===== src/rtl/nfp_merge_avlstrm.sv =====
// Two-input packet-granular merge onto one Avalon-ST stream.
// Round-robin on sop, lock until eop, single output register stage.
module nfp_merge_avlstrm #(
  parameter int DATA_W  = 512,
  parameter int EMPTY_W = 6,
  parameter int CNT_W   = 32
) (
  input  logic               Clk,
  input  logic               Rst,
  input  logic [DATA_W-1:0]  in0_data,
  input  logic               in0_valid,
  input  logic               in0_sop,
  input  logic               in0_eop,
  input  logic [EMPTY_W-1:0] in0_empty,
  output logic               in0_ready,
  input  logic [DATA_W-1:0]  in1_data,
  input  logic               in1_valid,
  input  logic               in1_sop,
  input  logic               in1_eop,
  input  logic [EMPTY_W-1:0] in1_empty,
  output logic               in1_ready,
  output logic [DATA_W-1:0]  out_data,
  output logic               out_valid,
  output logic               out_sop,
  output logic               out_eop,
  output logic [EMPTY_W-1:0] out_empty,
  input  logic               out_ready,
  output logic [CNT_W-1:0]   stats_in0_pkt,
  output logic [CNT_W-1:0]   stats_in1_pkt,
  output logic [CNT_W-1:0]   stats_out_pkt,
  output logic [CNT_W-1:0]   stats_drop_beat
);

  typedef enum logic [1:0] {
    IDLE  = 2'd0,
    LOCK0 = 2'd1,
    LOCK1 = 2'd2
  } state_t;

  state_t state, state_nx;
  logic   rr_last, rr_nx;
  logic   can_load;
  logic   sop0, sop1;
  logic   grant0, grant1;
  logic   acc0, acc1;
  logic   drop0, drop1;
  logic   fwd0, fwd1;
  logic   idle;

  assign idle     = (state == IDLE);
  assign can_load = ~out_valid | out_ready;
  assign sop0     = in0_valid & in0_sop;
  assign sop1     = in1_valid & in1_sop;

  // rr_last names the input served last; the other one wins a tie
  assign grant0 = sop0 & (~sop1 | rr_last);
  assign grant1 = sop1 & (~sop0 | ~rr_last);

  assign acc0  = in0_valid & in0_ready;
  assign acc1  = in1_valid & in1_ready;
  assign drop0 = acc0 & idle & ~in0_sop;
  assign drop1 = acc1 & idle & ~in1_sop;
  assign fwd0  = acc0 & ~drop0;
  assign fwd1  = acc1 & ~drop1;

  always_ff @(posedge Clk) begin
    if (Rst) begin
      state   <= IDLE;
      rr_last <= 1'b1;
    end else begin
      state   <= state_nx;
      rr_last <= rr_nx;
    end
  end

  always_comb begin
    state_nx = state;
    rr_nx    = rr_last;
    unique case (state)
      IDLE: begin
        if (fwd0) begin
          if (in0_eop) rr_nx = 1'b0;
          else         state_nx = LOCK0;
        end else if (fwd1) begin
          if (in1_eop) rr_nx = 1'b1;
          else         state_nx = LOCK1;
        end
      end
      LOCK0: begin
        if (fwd0 & in0_eop) begin
          state_nx = IDLE;
          rr_nx    = 1'b0;
        end
      end
      LOCK1: begin
        if (fwd1 & in1_eop) begin
          state_nx = IDLE;
          rr_nx    = 1'b1;
        end
      end
      default: state_nx = IDLE;
    endcase
  end

  // orphan beats in IDLE are swallowed regardless of out_ready
  always_comb begin
    in0_ready = 1'b0;
    in1_ready = 1'b0;
    if (!Rst) begin
      unique case (state)
        IDLE: begin
          in0_ready = (grant0 & can_load) | (in0_valid & ~in0_sop);
          in1_ready = (grant1 & can_load) | (in1_valid & ~in1_sop);
        end
        LOCK0:   in0_ready = can_load;
        LOCK1:   in1_ready = can_load;
        default: ;
      endcase
    end
  end

  always_ff @(posedge Clk) begin
    if (Rst) begin
      out_valid <= 1'b0;
      out_sop   <= 1'b0;
      out_eop   <= 1'b0;
    end else if (fwd0 | fwd1) begin
      out_valid <= 1'b1;
      out_sop   <= fwd1 ? in1_sop : in0_sop;
      out_eop   <= fwd1 ? in1_eop : in0_eop;
    end else if (out_ready) begin
      out_valid <= 1'b0;
    end
  end

  always_ff @(posedge Clk) begin
    if (fwd0 | fwd1) begin
      out_data  <= fwd1 ? in1_data : in0_data;
      out_empty <= fwd1 ? in1_empty : in0_empty;
    end
  end

  always_ff @(posedge Clk) begin
    if (Rst) begin
      stats_in0_pkt   <= '0;
      stats_in1_pkt   <= '0;
      stats_out_pkt   <= '0;
      stats_drop_beat <= '0;
    end else begin
      stats_in0_pkt   <= stats_in0_pkt + CNT_W'(fwd0 & in0_eop);
      stats_in1_pkt   <= stats_in1_pkt + CNT_W'(fwd1 & in1_eop);
      stats_out_pkt   <= stats_out_pkt
                       + CNT_W'(out_valid & out_ready & out_eop);
      stats_drop_beat <= stats_drop_beat
                       + CNT_W'(drop0) + CNT_W'(drop1);
    end
  end

endmodule


===== config.mk =====
export PLATFORM = sky130hd
export DESIGN_NAME = nfp_merge_avlstrm
export DESIGN_NICKNAME = d
export VERILOG_FILES = /design/src/rtl/nfp_merge_avlstrm.sv
export SDC_FILE = /design/constraint.sdc
export NUM_CORES = 1
export LEC_CHECK = 0
export ABC_AREA = 1
export CORE_AREA = 2 2 653 655
export DETAILED_ROUTE_END_ITERATION = 8
export DIE_AREA = 0 0 655 657
export HOLD_SLACK_MARGIN = 0.05
export PLACE_DENSITY = 0.3
export SLEW_MARGIN = 20
export SYNTH_ARGS = -nofsm -noshare
export SYNTH_HDL_FRONTEND = slang
export SYNTH_SLANG_ARGS = --single-unit

===== constraint.sdc =====
create_clock -name Clk -period 18.35 [get_ports Clk]
set_input_delay 3.67 -clock Clk [delete_from_list [all_inputs] [get_ports Clk]]
set_output_delay 3.67 -clock Clk [all_outputs]
set_load 0.01 [all_outputs]

==> results by group, run 1 <==
Timing
  • Worst slew margin: a little over a fifth
  • Final Cycle Share: 52.3%
  • Unrepaired setup endpoints after global routing: false
  • Final Slew Violations: 0
  • Worst Tran Pin Value: 1180 ps
  • Tmin final: around 9600 ps
  • Final Hold Viols: 0
  • Final setup fails: 0
  • TNS Setup: 0 ps
  • Layout Skew: around 110 ps
  • FMAX: 104 MHz

Place
  • Final Wtd Congestion: 0.902
  • Post-DP HPWL: 280 mm
  • Post-DP Area: about 52000 um2
  • Port bufs: 1695

Die
  • Die Wd: 655 um
  • Initial Util: roughly 6.8%
  • Cell row count: 239
  • Die Y: 657 um
  • # IOs: 1696
  • Die area: 430000 um2
  • Core area: 423000 um2

Routing
  • Initial DRC Count: 2059
  • DRT antenna net count: 0
  • 1st-pass router iterations: 5
  • Vias: 30000
  • Via-per-instance ratio: 2.83
  • # DRC: 0
  • WL per Instance: 30.4 um
  • DRT Wirelength: roughly 320 mm

Cells and area
  • Share of layout cells above drive strength 1: 4.52%
  • Commonest non-fill, non-tap cells in the layout: nand2_1, clkdlybuf4s50_1, edfxtp_1, inv_1, dfxtp_1
  • Reg area: about 18000 um2
  • # nets final: 5899
  • Leading cell type in the layout, fill and taps excluded: nand2_1
  • Area Growth Syn to Fin: 92.4%
  • Multi-input gate area: between 9000 and 10000 um2
  • Layout fillers: 48300
  • Final Cell Area: 55600 um2

CTS
  • CTS clock-pin slew for the worst setup and hold paths: 60 ps
  • CTS hold repair buffers: 0
  • Deepest clock path buffer count: 4
  • Post CTS Setup Buffer Count: 0
  • Total clock sinks: 652
  • CTS tree: yes
  • CTS root buf: clkbuf_16
  • Max H-tree Level: 3
  • Clk_lat worst skew: 880 ps
  • Number of gates resized after CTS: 0
  • Total CTS buffers: 101

Setup path
  • Worst endpoint required time: between 10000 and 15000 ps
  • CP startpoint kind: input pin
  • CP top delay family: buffers and inverters
  • Crit-path max FO: 4
  • Largest stage delay, worst path: 710 ps
  • Origin of the worst setup path: out_ready
  • Crit Path Class: input pin to primary output
  • Slowest stage cell on the critical path: clkdlybuf4s50_1
  • Crit path DAT: 5930 ps
  • Worst-path cell chain: clkdlybuf4s50_1 -> inv_1 -> nand2_1 -> nand2_1 -> nand2_1 -> nand2_1 -> a21oi_2 -> clkdlybuf4s50_1
  • CP dominant cell by count: nand2_1
  • Worst path buffer plus inverter count: 3
  • R2R Setup Slk: approximately 13000 ps
  • FF-to-FF Start: state[0]
  • Setup crit end kind: primary output

Synth
  • Synthesized cell area: between 20000 and 30000 um2
  • Unique masters post-synth: 45
  • Yosys top cell by area: edfxtp_1
  • Seq/Total Area, Yosys: a little over three fifths
  • Syn nets: 4212
  • Post-synth ARST share: 0%
  • Synth Instances: 3153
  • FF+latch count, synth: 652
  • Mean post-synth cell area: 9.16 um2
  • Number of synthesized flops with an enable pin: between 500 and 600
  • Main synth FF type: edfxtp_1
  • Synth top area share: 53.9%
  • Top post-synthesis cells by area: edfxtp_1, nand2_1, dfxtp_1, inv_1, nor2_1
  • YS warnings: 0

Power
  • LEAKAGE: 0.0199 uW
  • P per Cell Area: 86.4 nW/um2
  • Maximum VDD drop: 0.0695 mV
  • Tot Pwr: 4800 uW

GRT
  • Gr ovfl total: 0
  • GR peak layer: met2
  • Met3 Use GR: roughly 8.0%
  • Met2 Resource Use GR: roughly a quarter
  • Met1 GRT Util: 15.0%
  • GRT Total Usage: ~14%
  • Vias in the first global route: just over 30000
  • Initial antenna violation count: 151
  • Largest net degree at the start of global routing: approximately 180
  • First-pass GRT wire length: 388 mm

Hold path
  • HP Class: flop to flop
  • Worst Hold Launch: stats_drop_beat[31]

Run
  • Max_cap viols: 0

Status
  • Outcome: complete, no violations
[logic make-up (layout without fill, tap and decap cells)]
family / Yosys count / after routing / share of synthesized area (%)
AO/OA/AOI/OAI: 140 / 140 / 2.59
flip-flops: 652 / 652 / 63.2
buffers and inverters: 284 / 2047 / 4.65
adder cells (fa/ha/maj): 14 / 14 / 0.633
AND/OR/NAND/NOR: 2049 / 2049 / 28.5
XOR/XNOR: 14 / 14 / 0.425
other: 0 / 24 / 0
[power by group]
part           internal, uW  switching [uW]
combinational           420             622
clock                  1090             848
sequential             1760            63.3
total                  3270            1530
[synthesized netlist by cell type, drive strengths merged, types with 2 or more instances]
library cell / n
o21a: 7
nand3: 49
o21ai: 53
xor2: 7
buf: 119
nor4: 8
nand3b: 2
a21oi: 67
clkbuf: 11
xnor2: 7
nand4: 26
ha: 13
nand2: 1734
clkinv: 2
nor2: 136
a31oi: 7
nor3: 67
or2: 6
nor3b: 19
dfxtp: 134
edfxtp: 518
inv: 152
[sequential cells by signal, summed over array words and instances (netlist names), 2 cells and up]
| register | flops |
|---|---|
| out_data | 512 |
| stats_drop_beat | 32 |
| stats_in0_pkt | 32 |
| stats_in1_pkt | 32 |
| stats_out_pkt | 32 |
| out_empty | 6 |
| state | 2 |
[worst reg2reg max path, stage by stage (launching register included)]
cell     delay (ps)
dfxtp_1         380
inv_1            80
ha_1            290
nand2_1         120
inv_2            50
nand2_1         100
inv_1            70
nor2_1          240
nand3_4         420
nand2_4         560
buf_4           760
buf_4           790
buf_4           950
[cell type report]
type | instances | share of cell area, %
flip-flops and latches | 652 | 32.8
repair buffers | 1714 | 30.9
multi-input cells | 2217 | 16.8
well taps | 5663 | 12.8
clock buffers | 116 | 4.65
inverters | 154 | 1.07
clock inverters | 63 | 0.944
diodes | 24 | 0.108
[routing by layer]
layer  share of wire [%]  vias up
met2                  49     1407
met4                 2.0       26
li1                    -    13600
met1                  36    14600
met5               0.050        -
met3                  13      350
[per-stage QoR]
step	std cells	setup slack (ps)	util, %	hold WS [ps]
2_1_floorplan	3153	1840	-	440
3_3_place_gp	10400	8280	12.4	460
3_5_place_dp	10400	8730	12.4	464
4_1_cts	10600	8730	13.1	475
5_1_grt	10600	8730	13.1	493
6_report	10600	8750	13.1	478
[final timing paths]
path                                            end  cells past startpoint
worst max register to register        out_data[195]                     12
worst min-delay path            stats_drop_beat[31]                      2
worst max-delay path                      in0_ready                      8
worst min register to register  stats_drop_beat[31]                      2
Note: power is estimated with default switching activity, not from simulation.
==> inputs of run 2 (changes only) <==
==> constraint.sdc (replaced) <==
create_clock -name Clk -period 8.26 [get_ports Clk]
set_input_delay 1.652 -clock Clk [delete_from_list [all_inputs] [get_ports Clk]]
set_output_delay 1.652 -clock Clk [all_outputs]
set_load 0.01 [all_outputs]
==> results by group, run 2 (synthesis results as in run 1) <==
CTS
  • CTS clock-pin slew for the worst setup and hold paths: 50 ps
  • CTS hold repair buffers: 0
  • Clk_lat worst skew: about 850 ps
  • Total clock sinks: 652
  • Max H-tree Level: 3
  • CTS root buf: clkbuf_16
  • Deepest clock path buffer count: 4
  • Number of gates resized after CTS: 0
  • Total CTS buffers: 100
  • Post CTS Setup Buffer Count: 0
  • CTS tree: yes

Cells and area
  • Commonest non-fill, non-tap cells in the layout: nand2_1, clkdlybuf4s50_1, edfxtp_1, inv_1, dfxtp_1
  • Area Growth Syn to Fin: 92.7%
  • Final Util: 13.2%
  • Final Cell Area: 55700 um2
  • Share of layout cells above drive strength 1: 4.55%
  • Most flop-heavy register: out_data
  • Leading cell type in the layout, fill and taps excluded: nand2_1
  • # nets final: ~6000
  • Max reg flops: 512

Place
  • Port bufs: 1695
  • Post-DP Area: 52500 um2
  • Final Wtd Congestion: 0.893
  • Post-DP HPWL: between 200 and 300 mm

Routing
  • DRT antenna net count: 0
  • DRT Wirelength: 330 mm
  • Via-per-instance ratio: 2.86
  • WL per Instance: 31.1 um
  • 1st-pass router iterations: 7
  • # DRC: 0
  • Vias: 30300
  • Initial DRC Count: approximately 2000

Power
  • Tot Pwr: 10700 uW
  • P per Cell Area: ~190 nW/um2
  • Maximum VDD drop: 0.147 mV
  • LEAKAGE: 0.0199 uW

Timing
  • Hold WS: roughly 470 ps
  • Final Hold Viols: 0
  • Worst slew margin: 27.5%
  • FMAX: just under 200 MHz
  • Worst Tran Pin Value: 1090 ps
  • Unrepaired setup endpoints after global routing: false
  • Tmin final: 5160 ps
  • Final Cycle Share: 62.4%
  • Final setup fails: 0
  • Layout Skew: 89.7 ps
  • Final Slew Violations: 0
  • TNS Setup: 0 ps

Die
  • Die area: 430000 um2
  • Initial Util: roughly 7%
  • Core area: 423000 um2
  • Die Y: between 600 and 700 um
  • Die Wd: between 600 and 700 um
  • Cell row count: 239
  • # IOs: roughly 1700

Setup path
  • Worst endpoint required time: 6610 ps
  • Crit path DAT: roughly 3500 ps
  • CP startpoint kind: input pin
  • Setup crit end kind: primary output
  • Crit Path Class: input pin to primary output
  • Crit-path max FO: 4

Hold path
  • HP Class: flop to flop

Status
  • Outcome: complete, no violations

GRT
  • Initial antenna violation count: 150
  • Vias in the first global route: just over 30000
  • First-pass GRT wire length: 397 mm
  • GRT Total Usage: 14.7%
  • Largest net degree at the start of global routing: 137
  • Gr ovfl total: 0

Run
  • Max_cap viols: 0
-- run 2: cell count changes in the layout (fill, tap and decap cells not counted), moves of 2 or more --
| cell | change |
|---|---|
| inv_6 | +2 |
| clkinv_1 | -5 |
| buf_12 | +4 |
| clkbuf_1 | +5 |
| clkinv_2 | -6 |
| buf_4 | +4 |
| clkdlybuf4s50_1 | +2 |
-- run 2: report_power, final --
group | total [uW] | leakage [uW] | internal, uW | switching, uW
Sequential | 4040 | 0.00589 | 3900 | 140
Combinational | 2380 | 0.0126 | 940 | 1440
Clock | 4260 | 0.00149 | 2420 | 1840
-- run 2: worst paths after layout --
| check | slack (ps) | cells after the start | from | endpoint |
|---|---|---|---|---|
| max | 3100 | 6 | out_ready | in1_ready |
| min | 470 | 2 | stats_drop_beat[31] | stats_drop_beat[31] |
| max reg2reg | 4040 | 13 | state[0] | out_data[82] |
| min reg2reg | 470 | 2 | stats_drop_beat[31] | stats_drop_beat[31] |
-- run 2: through the flow --
stage	setup WS, ps	instances
4_1_cts	3040	10600
6_report	3100	10600
3_5_place_dp	2480	10400
2_1_floorplan	1910	3153
5_1_grt	2960	10600
3_3_place_gp	2480	10400
-- run 2: metal layers --
layer / vias to the layer above / routed length, um / global-route usage (%)
li1: 13600 / - / -
met1: 14900 / 121000 / 15.8
met2: 1378 / 160000 / 25.3
met3: 351 / 40400 / 7.64
met4: 20 / 7920 / 3.39
met5: - / 126 / 0
-- run 2: critical path, stage by stage --
cell and delay (ps):
clkdlybuf4s50_1 450, inv_1 50, nand2_1 300, nand2_1 130
a21oi_1 220, clkdlybuf4s50_1 680
-- run 2: final cells by class --
type                            instances  area (um2)
Antenna cell                           24        60.1
Clock buffer                          121        2590
Clock inverter                         54         484
Fill cell                           48400      367000
Inverter                              154         594
Multi-Input combinational cell       2217        9330
Sequential cell                       652       18200
Tap cell                             5663        7090
Timing Repair Buffer                 1723       17300
==> inputs of run 3 (changes only) <==
==> constraint.sdc (replaced) <==
create_clock -name Clk -period 4.45 [get_ports Clk]
set_input_delay 0.89 -clock Clk [delete_from_list [all_inputs] [get_ports Clk]]
set_output_delay 0.89 -clock Clk [all_outputs]
set_load 0.01 [all_outputs]
==> results by group, run 3 (synthesis results as in run 1) <==
Place
  • Post-DP HPWL: 286 mm
  • Final Wtd Congestion: 0.943
  • Port bufs: 1695
  • Placed insts: 10500
  • Worst slack at placement: 216 ps

Timing
  • Final Hold Viols: 0
  • Final worst setup slack: 740 ps
  • Worst Tran Pin Value: between 900 and 1000 ps
  • Unrepaired setup endpoints after global routing: false
  • Layout Skew: between 70 and 80 ps
  • Final Cycle Share: a little over four fifths
  • Worst slew margin: 38.3%
  • TNS Setup: 0 ps
  • Tmin final: 3710 ps
  • Final setup fails: 0
  • FMAX: 270 MHz
  • Final Slew Violations: 0

Power
  • P per Cell Area: approximately 360 nW/um2
  • Maximum VDD drop: 0.297 mV
  • Tot Pwr: 20500 uW
  • LEAKAGE: 0.0204 uW

Cells and area
  • Share of layout cells above drive strength 1: 5.79%
  • # nets final: 5954
  • Layout fillers: ~48000
  • Max reg flops: 512
  • Finished Layout Cells: 10700
  • Commonest non-fill, non-tap cells in the layout: nand2_1, clkdlybuf4s50_1, edfxtp_1, inv_1, dfxtp_1
  • Leading cell type in the layout, fill and taps excluded: nand2_1
  • Area Growth Syn to Fin: 95.7%
  • Most flop-heavy register: out_data

Die
  • Die Wd: 655 um
  • Core area: 423000 um2
  • Cell row count: between 200 and 250
  • Die area: 430000 um2
  • # IOs: 1696
  • Die Y: 657 um
  • Initial Util: 6.83%

Routing
  • Via-per-instance ratio: 2.85
  • M1 WL: 122 mm
  • Initial DRC Count: 2027
  • DRT Wirelength: 326 mm
  • Met2 WL: ~160 mm
  • WL per Instance: roughly 31 um
  • Top routing layer in use: met5
  • Detailed route wirelength on metal3: 38.7 mm
  • 1st-pass router iterations: 7
  • DRT antenna net count: 0
  • Vias: 30400
  • # DRC: 0

Setup path
  • CP dominant cell by count: nand2_1
  • Worst reg-to-reg path cell count: 22
  • Slowest stage cell on the critical path: clkdlybuf4s50_1
  • R2R Setup Slk: 850 ps
  • Worst-path cell chain: inv_1 -> ha_1 -> nand2_1 -> inv_2 -> nand2_1 -> nand2_1 -> nand2_1 -> a21oi_1 -> clkdlybuf4s50_1
  • FF-to-FF Start: state[0]
  • Worst endpoint required time: 3560 ps
  • CP startpoint kind: flop
  • Largest stage delay, worst path: 670 ps
  • Crit path DAT: 2820 ps
  • Crit Path Class: flop to primary output
  • Crit-path max FO: 6
  • Origin of the worst setup path: state[0]
  • Setup crit end kind: primary output
  • Worst path buffer plus inverter count: 3
  • FF-to-FF End: stats_drop_beat[22]
  • CP top delay family: buffers and inverters

Run
  • Max_cap viols: 0

CTS
  • Total CTS buffers: 101
  • Max H-tree Level: 3
  • CTS tree: yes
  • Total clock sinks: ~650
  • CTS hold repair buffers: 0
  • CTS clock-pin slew for the worst setup and hold paths: 60 ps
  • Post CTS Setup Buffer Count: 0
  • CTS root buf: clkbuf_16
  • Deepest clock path buffer count: 4
  • Clk_lat worst skew: 860 ps
  • Number of gates resized after CTS: 0

Status
  • Outcome: complete, no violations

GRT
  • Vias in the first global route: roughly 31000
  • First-pass GRT wire length: 396 mm
  • Gr ovfl total: 0
  • Initial antenna violation count: 148
  • GRT Total Usage: 14.6%
  • Largest net degree at the start of global routing: 141

Hold path
  • Hold endpoint: stats_out_pkt[28]
  • Worst hold stages: 2
  • HP Class: flop to flop
  • Worst Hold Launch: stats_out_pkt[28]
-- run 3: changes by cell type in the layout (fill, tap and decap cells not counted), sizes merged --
cell,before,now
buf,29,76
bufinv,6,16
clkbuf,121,113
clkdlybuf4s50,1694,1693
clkinv,36,41
diode,24,31
inv,160,159
-- run 3: per-stage QoR --
stage / instance area (um2) / hold WS [ps] / utilization, %
after global placement: 53000 / 469 / 12.5
after detailed placement: 53000 / 480 / 12.5
after floorplan: 28900 / 440 / -
final: 56500 / 494 / 13.4
after CTS: 56400 / 443 / 13.3
after global routing: 56500 / 508 / 13.4
-- run 3: worst max-delay path by stage --
stage                                endpoint  depth (start not counted)  slack (ps)
after CTS                           in1_ready                          9         600
after global placement    stats_drop_beat[22]                         21         140
final                               in1_ready                          9         740
after floorplan                       out_eop                          8         420
after detailed placement  stats_drop_beat[22]                         21         220
after global routing      stats_drop_beat[22]                         22         340
-- run 3: final cells by class --
cell class / count / area (um2) / share of cell area (%)
multi-input cells: 2217 / 9330 / 16.5
clock inverters: 68 / 786 / 1.39
clock buffers: 113 / 2590 / 4.59
well taps: 5663 / 7090 / 12.5
flip-flops and latches: 652 / 18200 / 32.3
inverters: 154 / 594 / 1.05
repair buffers: 1769 / 17800 / 31.5
diodes: 31 / 77.6 / 0.137
-- run 3: per-layer routing --
layer | track usage (%) | vias up
met2 | 25.3 | 1428
met3 | 7.28 | 373
met5 | 0 | -
met4 | 3.01 | 26
met1 | 15.9 | 14800
li1 | - | 13700
-- run 3: worst min-delay path, cell delays in order, from the launching register on --
cell and delay [ps]:
dfxtp_1 320, inv_1 70, a21oi_1 50
-- run 3: where the power goes --
part	switching (uW)	internal [uW]
clock network	3450	5100
registers	251	7220
logic	2650	1830
